$ cat config.mk
export PLATFORM = sky130hd
export DESIGN_NAME = pe_rr_arbiter_flat
export DESIGN_NICKNAME = d
export VERILOG_FILES = /design/src/rtl/pe_rr_arbiter_if.sv /design/src/rtl/pe_rr_arbiter.sv /design/src/flat_wrapper.sv
export SDC_FILE = /design/constraint.sdc
export NUM_CORES = 1
export LEC_CHECK = 0
export CORE_ASPECT_RATIO = 1.4
export CORE_UTILIZATION = 36
export DETAILED_ROUTE_END_ITERATION = 6
export HOLD_SLACK_MARGIN = 0.06
export PLACE_DENSITY = 0.64
export SLEW_MARGIN = 20
export SYNTH_ARGS = -nofsm -noshare
export SYNTH_HDL_FRONTEND = slang
export SYNTH_SLANG_ARGS = --single-unit
$ cat constraint.sdc
create_clock -name clk -period 3.6 [get_ports clk]
set_clock_uncertainty 0.1 [all_clocks]
set_input_delay 0.54 -clock clk [delete_from_list [all_inputs] [get_ports clk]]
set_output_delay 0.54 -clock clk [all_outputs]
set_load 0.005 [all_outputs]
$ cat src/rtl/pe_rr_arbiter_if.sv
// Request/grant bundle between eight requesters and the shared-resource arbiter.
// The requester side drives req/rr_mode; the arbiter returns the registered grant.
interface pe_rr_arbiter_if;
   logic [7:0] req;
   logic       rr_mode;
   logic [7:0] gnt;
   logic [2:0] gnt_idx;
   logic       gnt_valid;
   logic       timeout;

   modport master (
      output req,
      output rr_mode,
      input  gnt,
      input  gnt_idx,
      input  gnt_valid,
      input  timeout
   );

   modport slave (
      input  req,
      input  rr_mode,
      output gnt,
      output gnt_idx,
      output gnt_valid,
      output timeout
   );
endinterface

$ cat src/rtl/pe_rr_arbiter.sv
// Eight-way fixed-priority / round-robin arbiter with a registered one-hot grant
// and a hold limit that forces release after MAX_HOLD consecutive cycles.
//
//   state | meaning
//   IDLE  | no grant held; arbitrate over req on every edge
//   GRANT | grant held by gnt_idx; release on req drop or hold limit
module pe_rr_arbiter #(
   parameter int unsigned MAX_HOLD = 15
) (
   input  logic           clk,
   input  logic           rst,
   pe_rr_arbiter_if.slave bus
);

   typedef enum logic {
      IDLE  = 1'b0,
      GRANT = 1'b1
   } state_t;

   state_t     state, state_nxt;
   logic [2:0] ptr, ptr_nxt;
   logic [7:0] hold_cnt, hold_nxt;
   logic [7:0] gnt_q, gnt_nxt;
   logic [2:0] idx_q, idx_nxt;
   logic       valid_q, valid_nxt;
   logic       tmo_q, tmo_nxt;

   logic [7:0] cand;
   logic [2:0] pos;
   logic [2:0] win;
   logic       found;
   logic       holder_req;
   logic       hold_max;

   assign holder_req = |(bus.req & gnt_q);
   assign hold_max   = (hold_cnt == 8'(MAX_HOLD));

   // The current holder is masked from the search so it is never re-granted back-to-back.
   always_comb begin
      cand  = (state == GRANT) ? (bus.req & ~gnt_q) : bus.req;
      win   = 3'd0;
      found = 1'b0;
      pos   = 3'd0;
      for (int j = 0; j < 8; j++) begin
         pos = bus.rr_mode ? (ptr - 3'd1 - 3'(j)) : (3'd7 - 3'(j));
         if (!found && cand[pos]) begin
            win   = pos;
            found = 1'b1;
         end
      end
   end

   always_comb begin
      state_nxt = state;
      ptr_nxt   = ptr;
      hold_nxt  = hold_cnt;
      gnt_nxt   = gnt_q;
      idx_nxt   = idx_q;
      valid_nxt = valid_q;
      tmo_nxt   = 1'b0;
      case (state)
         IDLE: begin
            if (found) begin
               state_nxt = GRANT;
               ptr_nxt   = win;
               hold_nxt  = 8'd1;
               gnt_nxt   = 8'h01 << win;
               idx_nxt   = win;
               valid_nxt = 1'b1;
            end
         end
         GRANT: begin
            if (!holder_req || hold_max) begin
               // A holder still requesting at this point was cut off by the limit.
               tmo_nxt = holder_req;
               if (found) begin
                  ptr_nxt   = win;
                  hold_nxt  = 8'd1;
                  gnt_nxt   = 8'h01 << win;
                  idx_nxt   = win;
                  valid_nxt = 1'b1;
               end else begin
                  state_nxt = IDLE;
                  hold_nxt  = 8'd0;
                  gnt_nxt   = 8'h00;
                  idx_nxt   = 3'd0;
                  valid_nxt = 1'b0;
               end
            end else begin
               hold_nxt = hold_cnt + 8'd1;
            end
         end
         default: begin
            state_nxt = IDLE;
         end
      endcase
   end

   always_ff @(posedge clk) begin
      if (rst) begin
         state    <= IDLE;
         ptr      <= 3'd0;
         hold_cnt <= 8'd0;
         gnt_q    <= 8'h00;
         idx_q    <= 3'd0;
         valid_q  <= 1'b0;
         tmo_q    <= 1'b0;
      end else begin
         state    <= state_nxt;
         ptr      <= ptr_nxt;
         hold_cnt <= hold_nxt;
         gnt_q    <= gnt_nxt;
         idx_q    <= idx_nxt;
         valid_q  <= valid_nxt;
         tmo_q    <= tmo_nxt;
      end
   end

   assign bus.gnt       = gnt_q;
   assign bus.gnt_idx   = idx_q;
   assign bus.gnt_valid = valid_q;
   assign bus.timeout   = tmo_q;

endmodule

$ cat src/flat_wrapper.sv
// flat-port wrapper written by rule: the top's interface ports become plain ports
module pe_rr_arbiter_flat 
#(
   parameter int unsigned MAX_HOLD = 15
)
  (clk, rst, bus_req, bus_rr_mode, bus_gnt, bus_gnt_idx, bus_gnt_valid, bus_timeout);
  pe_rr_arbiter_if bus_i ();
  input  logic clk;
  input  logic rst;
  input wire logic [$bits(bus_i.req)-1:0] bus_req;
  input wire logic [$bits(bus_i.rr_mode)-1:0] bus_rr_mode;
  output wire logic [$bits(bus_i.gnt)-1:0] bus_gnt;
  output wire logic [$bits(bus_i.gnt_idx)-1:0] bus_gnt_idx;
  output wire logic [$bits(bus_i.gnt_valid)-1:0] bus_gnt_valid;
  output wire logic [$bits(bus_i.timeout)-1:0] bus_timeout;
  assign bus_i.req = bus_req;
  assign bus_i.rr_mode = bus_rr_mode;
  assign bus_gnt = bus_i.gnt;
  assign bus_gnt_idx = bus_i.gnt_idx;
  assign bus_gnt_valid = bus_i.gnt_valid;
  assign bus_timeout = bus_i.timeout;
  pe_rr_arbiter #(.MAX_HOLD(MAX_HOLD)) u_core (.clk(clk), .rst(rst), .bus(bus_i));
endmodule
======== Yosys cells after proc, flatten, opt, wreduce, memory -nomap -nowiden ========
Cells that the tools add are included.
operators by class
  shift operators ......................... 1
  add/sub/neg operators ................... 9
  reduce and logical (&&, ||, !) cells .... 19
  mux-type cells .......................... 62
  equality and inequality tests ........... 3
  bitwise logic cells ..................... 5
  order comparisons ....................... 8
operators with widths
  cell                                                                           count
  3-bit two-way mux                                                              21
  8-bit two-way mux                                                              6
  3-bit by 4-bit less-than comparator with 1-bit output (second input constant)  8
  8-bit case mux with 2 select lines                                             2
  1-bit binary-select mux with 3-bit select                                      8
  1-bit two-way mux                                                              21
  8-bit bitwise AND                                                              2
  3-bit case mux with 2 select lines                                             2
  3-bit subtractor (second input constant)                                       4
  8-bit by 1-bit adder with 8-bit output (second input constant)                 1
  8-bit by 4-bit equality test with 1-bit output (second input constant)         1
  1-bit logical NOT                                                              8
  8-bit inverter                                                                 1
  8-bit OR reduction                                                             1
  1-bit by 3-bit left shift with 8-bit output (first input constant)             1
  1-bit logical AND                                                              7
  3-bit by 1-bit subtractor with 3-bit output (second input constant)            2
  3-bit by 2-bit subtractor with 3-bit output (second input constant)            2
  1-bit case mux with 2 select lines                                             2
  3-bit OR reduction                                                             1
  2-bit by 1-bit inequality test with 1-bit output (second input constant)       1
  2-bit inequality test (second input constant)                                  1
  1-bit inverter                                                                 2
  2-bit AND reduction                                                            1
  1-bit logical OR                                                               1
storage, ports and cells
  register bits after elaboration ......... 25
  output and inout bits ................... 13
  input bits .............................. 11
  logic and storage cells ................. 114

======== Longest topological paths before layout ========
Gate-level depths: netlist of the first run.
  depth in word-level cells ............... 31
  depth in mapped cells ................... 14
  mapped depth without buffers ............ 11

======== Worst setup path after synthesis of the first run ========
OpenSTA, ideal clock, no wires.
  path type ............................... flip-flop to flip-flop
  from .................................... register u_core.ptr[0]
  to ...................................... register u_core.gnt_q[6], in the netlist u_core.bus.gnt[6]
  library setup time ...................... 0.067 ns
  stages on the path, launching flop included .. 14
  path buffers ............................ 2
  arrival ................................. 2.963 ns
  required time ........................... 3.433 ns
  slack ................................... 0.470 ns
  period minus slack after synthesis ...... 3.130 ns
  cell sequence ........................... dfxtp_1 buf_4 inv_1 ha_1 buf_6 mux2_4 a211o_1 a21o_1 a211oi_1 o21bai_1 a211oi_2 o211ai_1 or3_4 o21ai_2
between the ends
  word-level cells in the longest chain between the ends .. 30
  elaborated cells between the ends (all ways) .. 69
  those cells by class .................... add/sub: 8; eq/ne: 1; shift: 1; mux: 44; reduce/logical: 15
RTL lines
  item                                                                                                  line                  RTL
  from (decl)                                                                                           pe_rr_arbiter.sv:21   logic [2:0] ptr, ptr_nxt;
  from (signal assigned)                                                                                pe_rr_arbiter.sv:110  ptr <= ptr_nxt;
  3-bit by 1-bit subtractor with 3-bit output (*)                                                       pe_rr_arbiter.sv:45   pos = bus.rr_mode ? (ptr - 3'd1 - 3'(j)) : (3'd7 - 3'(j));
  parallel branches: the longest is 29 deep, another holds 3-bit by 1-bit subtractor with 3-bit output  n/a
  to (signal assigned)                                                                                  pe_rr_arbiter.sv:112  gnt_q <= gnt_nxt;
  to (decl)                                                                                             pe_rr_arbiter.sv:23   logic [7:0] gnt_q, gnt_nxt;
Mark *: on every way between the ends. The select of a mux whose other input is x is not followed.
A chain may end at the register's enable or synchronous reset.

======== Worst setup path in the final report of the first run ========
  from .................................... input bus_rr_mode
  to ...................................... register u_core.gnt_q[6], in the netlist u_core.bus.gnt[6]
between the ends
  word-level cells in the longest chain between the ends .. 29
  elaborated cells between the ends (all ways) .. 61
  those cells by class .................... eq/ne: 1; shift: 1; mux: 44; reduce/logical: 15
RTL lines
  item                                         line                                      RTL
  from (decl)                                  flat_wrapper.sv:11                        input wire logic [$bits(bus_i.rr_mode)-1:0] bus_rr_mode;
  3-bit two-way mux                            pe_rr_arbiter.sv:45
  1-bit binary-select mux with 3-bit select    pe_rr_arbiter.sv:46                       if (!found && cand[pos]) begin
  1-bit two-way mux (not written as such)      pe_rr_arbiter.sv:46
  1-bit two-way mux                            pe_rr_arbiter.sv:46
  1-bit logical NOT                            pe_rr_arbiter.sv:46
  1-bit logical AND                            pe_rr_arbiter.sv:46
  1-bit two-way mux                            pe_rr_arbiter.sv:46
  1-bit logical NOT                            pe_rr_arbiter.sv:46
  [13 not listed]                              n/a
  1-bit two-way mux                            pe_rr_arbiter.sv:46
  1-bit logical NOT                            pe_rr_arbiter.sv:46
  1-bit logical AND                            pe_rr_arbiter.sv:46
  3-bit two-way mux                            pe_rr_arbiter.sv:46
  1-bit by 3-bit left shift with 8-bit output  pe_rr_arbiter.sv:67, pe_rr_arbiter.sv:79
  8-bit two-way mux                            pe_rr_arbiter.sv:76                       if (found) begin
  8-bit two-way mux                            pe_rr_arbiter.sv:73                       if (!holder_req || hold_max) begin
  8-bit case mux with 2 select lines           pe_rr_arbiter.sv:61                       case (state)
Several ways; a longest one is shown, not always the timed one. The select of a mux whose other input is x is not followed.

==> flow_summary.ini, run 1 <==
[clock_network]
clockBufferDepth = 2
cts_sinks = 25
cts_root_buffer = clkbuf_8
holdBufCountCts = 0
clk_latency_ns = 0.27
tritoncts = built
h-tree-depth = 1
cts.reportedPaths.clkPinSlew_ns = 0.08
cts_buffers = 3

[synth]
netlist_instances = 243
syn_area_sq_um = 2074
syn_nets = 257
synthArstFlopShare_pct = 0
ys.flop_type = dfxtp_1
syn_avg_cell_area_sq_um = 8.537
synth-seq-cells = 25
synth_edf_count = 0
yosys_warnings = 0
yosys.cell_types.count = 67
yosysSeqAreaShare_pct = 24.13

[die]
dieArea_sq_um = 6074
pin_count = 24
core_sq_um = 5525
initial_utilization_pct = 37.55
die_w_um = 66.16
rows = 32
die_h_um = 91.82

[detailed_routing]
firstDrtPassIters = 4
ant_nets = 0
via_count = 2008
viasPerCell = 5.721
wl_per_cell_um = 16.23
finalWirelength_um = 5698
drc = 0
drt_iter0_markers = 116

[layout]
nNetsFinal = 298
fin_cells = 351
fillers = 573
final_cell_mix = 34 x nand2_1, 25 x dfxtp_1, 23 x clkdlybuf4s50_1
area_delta_synth_final_pct = 22.38
antenna_cells = 0
final_common_cell = nand2_1
drive_above_1_share_pct = 20.85
fin_area_sq_um = 2539

[pwr]
seq_power_share_pct = 17.4
total_power_w = 0.002321
p_int_w = 0.001209
swShare_pct = 47.88
peakVddDrop_uv = 457.8
leakage_nw = 0.9851
p_per_area_nw_per_um2 = 914.1
p_sw_w = 0.001111
p_comb_share_pct = 75.5
clkPwrFrac_pct = 7.2

[hold_path]
hp-start = u_core.bus.gnt_idx[1]
hold_depth = 2
hold_path.class = reg2reg
holdPathEnd = u_core.bus.gnt_idx[1]

[timing]
final_max_slew_viol_count = 0
fin_crit_sh_pct = 94.43
hold_ws_ns = 0.3541
slew_headroom_pct = 59.67
fin_crit_ns = 3.400
setup_violations = 0
clock.fmax_mhz = 294.2
hold_viol_final = 0
tightestPinTransition_ns = 0.6050

[critical_path]
reg2reg_slack_ns = 0.21
crit_cells = 12
rr_endpoint = u_core.bus.gnt[6]
path_delay_family = buffers and inverters
critPathBufInv = 3
worst_path_largest_cell_delay_ns = 0.62
r2r_cells = 11
critPathLaunchType = primary input
required_ns = 3.71
critPathMaxFanout = 9
critPathKind = in2reg
crit_chain = clkdlybuf4s50_1 > buf_4 > nand2b_1 > mux2_2 > mux2i_1 > mux2i_2 > buf_4 > nand3_1 > a21boi_1 > o211ai_1 > or3_4 > o21ai_2
cp.arrival_ns = 3.51
rr_startpoint = u_core.ptr[1]
critPathSlowestCell = clkdlybuf4s50_1
cp-end-kind = flip-flop
path_common_cell = buf_4

[grt]
grt_pass1_wl_um = 9246
grt_overflow_total = 0
grt_max_degree = 20
grt_pass1_vias = 1988
grt_usage_pct = 19.62
antenna_found_initial = 0

[placed_design]
io_buffers = 23
place_area_sq_um = 2484
gp_congestion = 0.9738
dp_cells = 346
post-dp-hpwl_um = 4685

[job]
drv_cap = 0

[outcome]
outcome = complete, no violations
-- flip-flops by register name, summed over array words and instances, names as in the netlist --
register,count
u_core.bus.gnt,8
u_core.bus.gnt_idx,3
u_core.bus.gnt_valid,1
u_core.bus.timeout,1
u_core.hold_cnt,8
u_core.ptr,3
u_core.state,1
-- cells by family after synthesis --
| group | synth area share [%] |
|---|---|
| buffers and inverters | 2.895 |
| AOI/OAI and AO/OA | 28.83 |
| and+or+nand+nor | 27.02 |
| xor gates and xnor gates | 2.292 |
| adders and majority gates | 1.810 |
| muxes | 13.03 |
| DFF | 24.13 |
-- stage by stage --
stage	TNS, ns	setup WS (ns)	utilization, %
3_3_place_gp	-0.004212	-0.003882	44.95
5_1_grt	-0.03404	-0.009763	45.95
3_5_place_dp	-0.1419	-0.04014	44.95
6_report	0	0.2005	45.95
4_1_cts	0	0.1271	45.77
2_1_floorplan	0	0.4698	-
-- worst reg2reg max path, cell delays in order (launching register included) --
cell	delay, ns
dfxtp_1	0.31
inv_1	0.08
ha_2	0.53
xor2_2	0.23
nand2_2	0.22
mux2_2	0.36
mux2i_2	0.38
nand3_1	0.16
a21boi_1	0.18
o211ai_1	0.21
or3_4	0.43
o21ai_2	0.14
-- Yosys cell counts, drive strengths merged, types with 3 or more instances --
master  number  area (sq um)
nor2b        3         18.77
buf          6         45.04
a22o         3         26.28
or2          3         18.77
nand2b       4         25.02
dfxtp       25         500.5
and2         5         33.78
mux2         9         112.6
ha           3         37.54
nand2       36         140.1
nor2        12         45.04
nand3b       6         45.04
a21boi      10         78.82
and3         4         25.02
nand3        4         20.02
nor3         3         20.02
a21oi       15         75.07
or3          4         30.03
a22oi        8         60.06
inv          3         11.26
o21ai       26         148.9
mux2i       13         157.7
nor4         3         48.80
a211oi       3         27.52
-- power by group through the flow --
stage / Sequential (W) / Combinational [W] / Clock (W)
2_1_floorplan: 0.000399 / 0.00123 / 0
3_3_place_gp: 0.000408 / 0.00171 / 0
3_5_place_dp: 0.000409 / 0.00171 / 0
4_1_cts: 0.000403 / 0.00172 / 0.000169
5_1_grt: 0.000416 / 0.00191 / 0.000177
6_report: 0.000403 / 0.00175 / 0.000166
-- per-layer routing --
layer	vias to the layer above	part of all wire, %	track usage (%)
li1	995	-	-
met4	0	5.3	11.17
met2	54	53	35.97
met5	-	0	0
met3	26	2.8	1.866
met1	933	38	21.02
-- timing repair --
item,CTS,global route
resized for setup,0,1
endpoints found under the setup margin,0,9
endpoints found under the hold margin,0,0
setup buffers,0,1
-- layout make-up --
class / count / area [sq um] / share of cell area, %
inverter: 3 / 11.26 / 0.4436
tap: 68 / 85.08 / 3.351
clock buffer: 4 / 45.04 / 1.774
multi-input combinational: 208 / 1516 / 59.73
timing repair buffer: 43 / 380.4 / 14.98
sequential: 25 / 500.5 / 19.71
-- worst max-delay path by stage --
stage	from	to	slack, ns
3_3_place_gp	bus_rr_mode	u_core.bus.gnt[7]	-0.004
3_5_place_dp	bus_rr_mode	u_core.bus.gnt[7]	-0.04
6_report	bus_rr_mode	u_core.bus.gnt[6]	0.20
4_1_cts	u_core.ptr[1]	u_core.bus.gnt[7]	0.13
2_1_floorplan	u_core.ptr[0]	u_core.bus.gnt[6]	0.47
5_1_grt	bus_rr_mode	u_core.bus.gnt[6]	-0.01
Power figures use the tool's default switching activity.
==> run 2: changes to the inputs <==
--- a/config.mk
+++ b/config.mk
@@ -9,7 +9,7 @@
 export CORE_UTILIZATION = 36
 export DETAILED_ROUTE_END_ITERATION = 6
 export HOLD_SLACK_MARGIN = 0.06
-export PLACE_DENSITY = 0.64
+export PLACE_DENSITY_LB_ADDON = 0.3
 export SLEW_MARGIN = 20
 export SYNTH_ARGS = -nofsm -noshare
 export SYNTH_HDL_FRONTEND = slang
==> run 2 against run 1 <==
Effect of this change:
- cell count shrank 0.57%
- non-clock buffer count decreased by 2
- clock power fell by 4%
- final area decreased by 0.59%
- combinational power about the same
- first-iteration DRC count is 28% lower
- sequential cell count is the same
- count of clock-buffer cells in the layout unchanged
- power down 1.4%
- die area unchanged
- register-to-register slack improved by 0.05 ns
- sequential power hardly changed
==> flow_summary.ini, run 2 (same netlist as run 1, synthesis figures left out) <==
[die]
dieArea_sq_um = 6074
die_h_um = 91.82
initial_utilization_pct = 37.55
core_sq_um = 5525
rows = 32
die_w_um = 66.16
pin_count = 24

[clock_network]
clk_latency_ns = 0.26
h-tree-depth = 1
cts_buffers = 3
cts.reportedPaths.clkPinSlew_ns = 0.08
tritoncts = built
cts_sinks = 25
clockBufferDepth = 2
post_cts_buffers = 0
cts_root_buffer = clkbuf_8

[job]
drv_cap = 0

[critical_path]
crit_chain = inv_1 > ha_2 > mux2_4 > a211oi_1 > o21ai_1 > a211oi_1 > o21bai_1 > a211oi_2 > o211ai_1 > or3_4 > o21ai_2
critPathKind = reg2reg
critPathLaunchType = flip-flop
required_ns = 3.70
cp-end-kind = flip-flop
cp.arrival_ns = 3.43
critPathMaxFanout = 10
path_delay_family = compound AO/OA/AOI/OAI gates
critPathSlowestCell = ha_2
worst_path_largest_cell_delay_ns = 0.49
critPathBufInv = 1
path_common_cell = a211oi_1

[placed_design]
post-dp-hpwl_um = 4618
io_buffers = 23
dp_cells = 345
gp_congestion = 0.9000

[hold_path]
hold_path.class = reg2reg

[pwr]
peakVddDrop_uv = 396.7
p_per_area_nw_per_um2 = 906.5
leakage_nw = 0.9749

[timing]
hold_viol_final = 0
final_max_slew_viol_count = 0
fin_crit_sh_pct = 92.65
clock.fmax_mhz = 299.8
fin_crit_ns = 3.335
rsz0062_at_grt = no
setup_violations = 0
hold_ws_ns = 0.3430
tns_ns = 0
tightestPinTransition_ns = 0.6700
slew_headroom_pct = 55.34

[outcome]
outcome = complete, no violations

[detailed_routing]
wl_per_cell_um = 16.07
viasPerCell = 5.745
ant_nets = 0
firstDrtPassIters = 4
drt_iter0_markers = 84
finalWirelength_um = 5609
via_count = 2005
drc = 0

[grt]
grt_overflow_total = 0
grt_max_degree = 20
antenna_found_initial = 0
grt_pass1_vias = 1953
grt_usage_pct = 19.30
grt_pass1_wl_um = 8963

[layout]
fillers = 555
area_delta_synth_final_pct = 21.65
drive_above_1_share_pct = 20.28
final_cell_mix = 34 x nand2_1, 25 x dfxtp_1, 23 x clkdlybuf4s50_1
nNetsFinal = 296
fin_cells = 349
antenna_cells = 0
final_common_cell = nand2_1
[run 2: final timing paths]
kind                                            start                     to  slack, ns  depth (start not counted)
worst max register to register          u_core.ptr[1]      u_core.bus.gnt[6]       0.26                         11
worst min-delay path            u_core.bus.gnt_idx[1]  u_core.bus.gnt_idx[1]       0.34                          2
worst min register to register  u_core.bus.gnt_idx[1]  u_core.bus.gnt_idx[1]       0.34                          2
worst max-delay path                    u_core.ptr[1]      u_core.bus.gnt[6]       0.26                         11
[run 2: layout make-up]
class | instances | area, sq um | area share, %
well taps | 68 | 85.08 | 3.371
inverters | 3 | 11.26 | 0.4462
flip-flops and latches | 25 | 500.5 | 19.83
repair buffers | 41 | 365.4 | 14.48
multi-input cells | 208 | 1516 | 60.09
clock buffers | 4 | 45.04 | 1.785
[run 2: per-stage QoR]
stage | util (%) | cell area [sq um] | total power, W | worst slack [ns]
5_1_grt | 45.67 | 2524 | 0.002454 | 0.03430
2_1_floorplan | - | 2074 | 0.001631 | 0.4698
3_3_place_gp | 44.81 | 2476 | 0.002116 | 0.01202
6_report | 45.67 | 2524 | 0.002288 | 0.2647
3_5_place_dp | 44.81 | 2476 | 0.002118 | 0.03234
4_1_cts | 45.63 | 2521 | 0.002281 | 0.1784
[run 2: metal layers]
layer	GRT usage [%]	vias up	wire length (um)
li1	-	991	-
met3	1.617	27	132
met1	19.98	943	2088
met4	12.41	0	328
met5	0	-	0
met2	35.63	44	3060
[run 2: worst min-delay path, stage by stage, from the launching register on]
cell and delay, ns:
dfxtp_1 0.31, nand2_1 0.05, nand2_1 0.04
[run 2: timing repair]
item / CTS / global route
endpoints found under the setup margin: 0 / 6
hold buffers: 0 / 0
gates resized for setup: 0 / 1
[run 2: report_power, final]
group          leakage [nW]  switching [W]  internal [W]
clock network        0.0228      0.0000802     0.0000790
logic                 0.747       0.000957      0.000767
registers             0.205      0.0000597      0.000345
==> run 3: changes to the inputs <==
--- a/config.mk
+++ b/config.mk
@@ -7,6 +7,7 @@
 export LEC_CHECK = 0
 export CORE_ASPECT_RATIO = 1.4
 export CORE_UTILIZATION = 36
+export CTS_CLUSTER_SIZE = 12
 export DETAILED_ROUTE_END_ITERATION = 6
 export HOLD_SLACK_MARGIN = 0.06
 export PLACE_DENSITY_LB_ADDON = 0.3
==> results of run 3 <==
The final DEF is identical to that of run 2; final timing and power are the same.
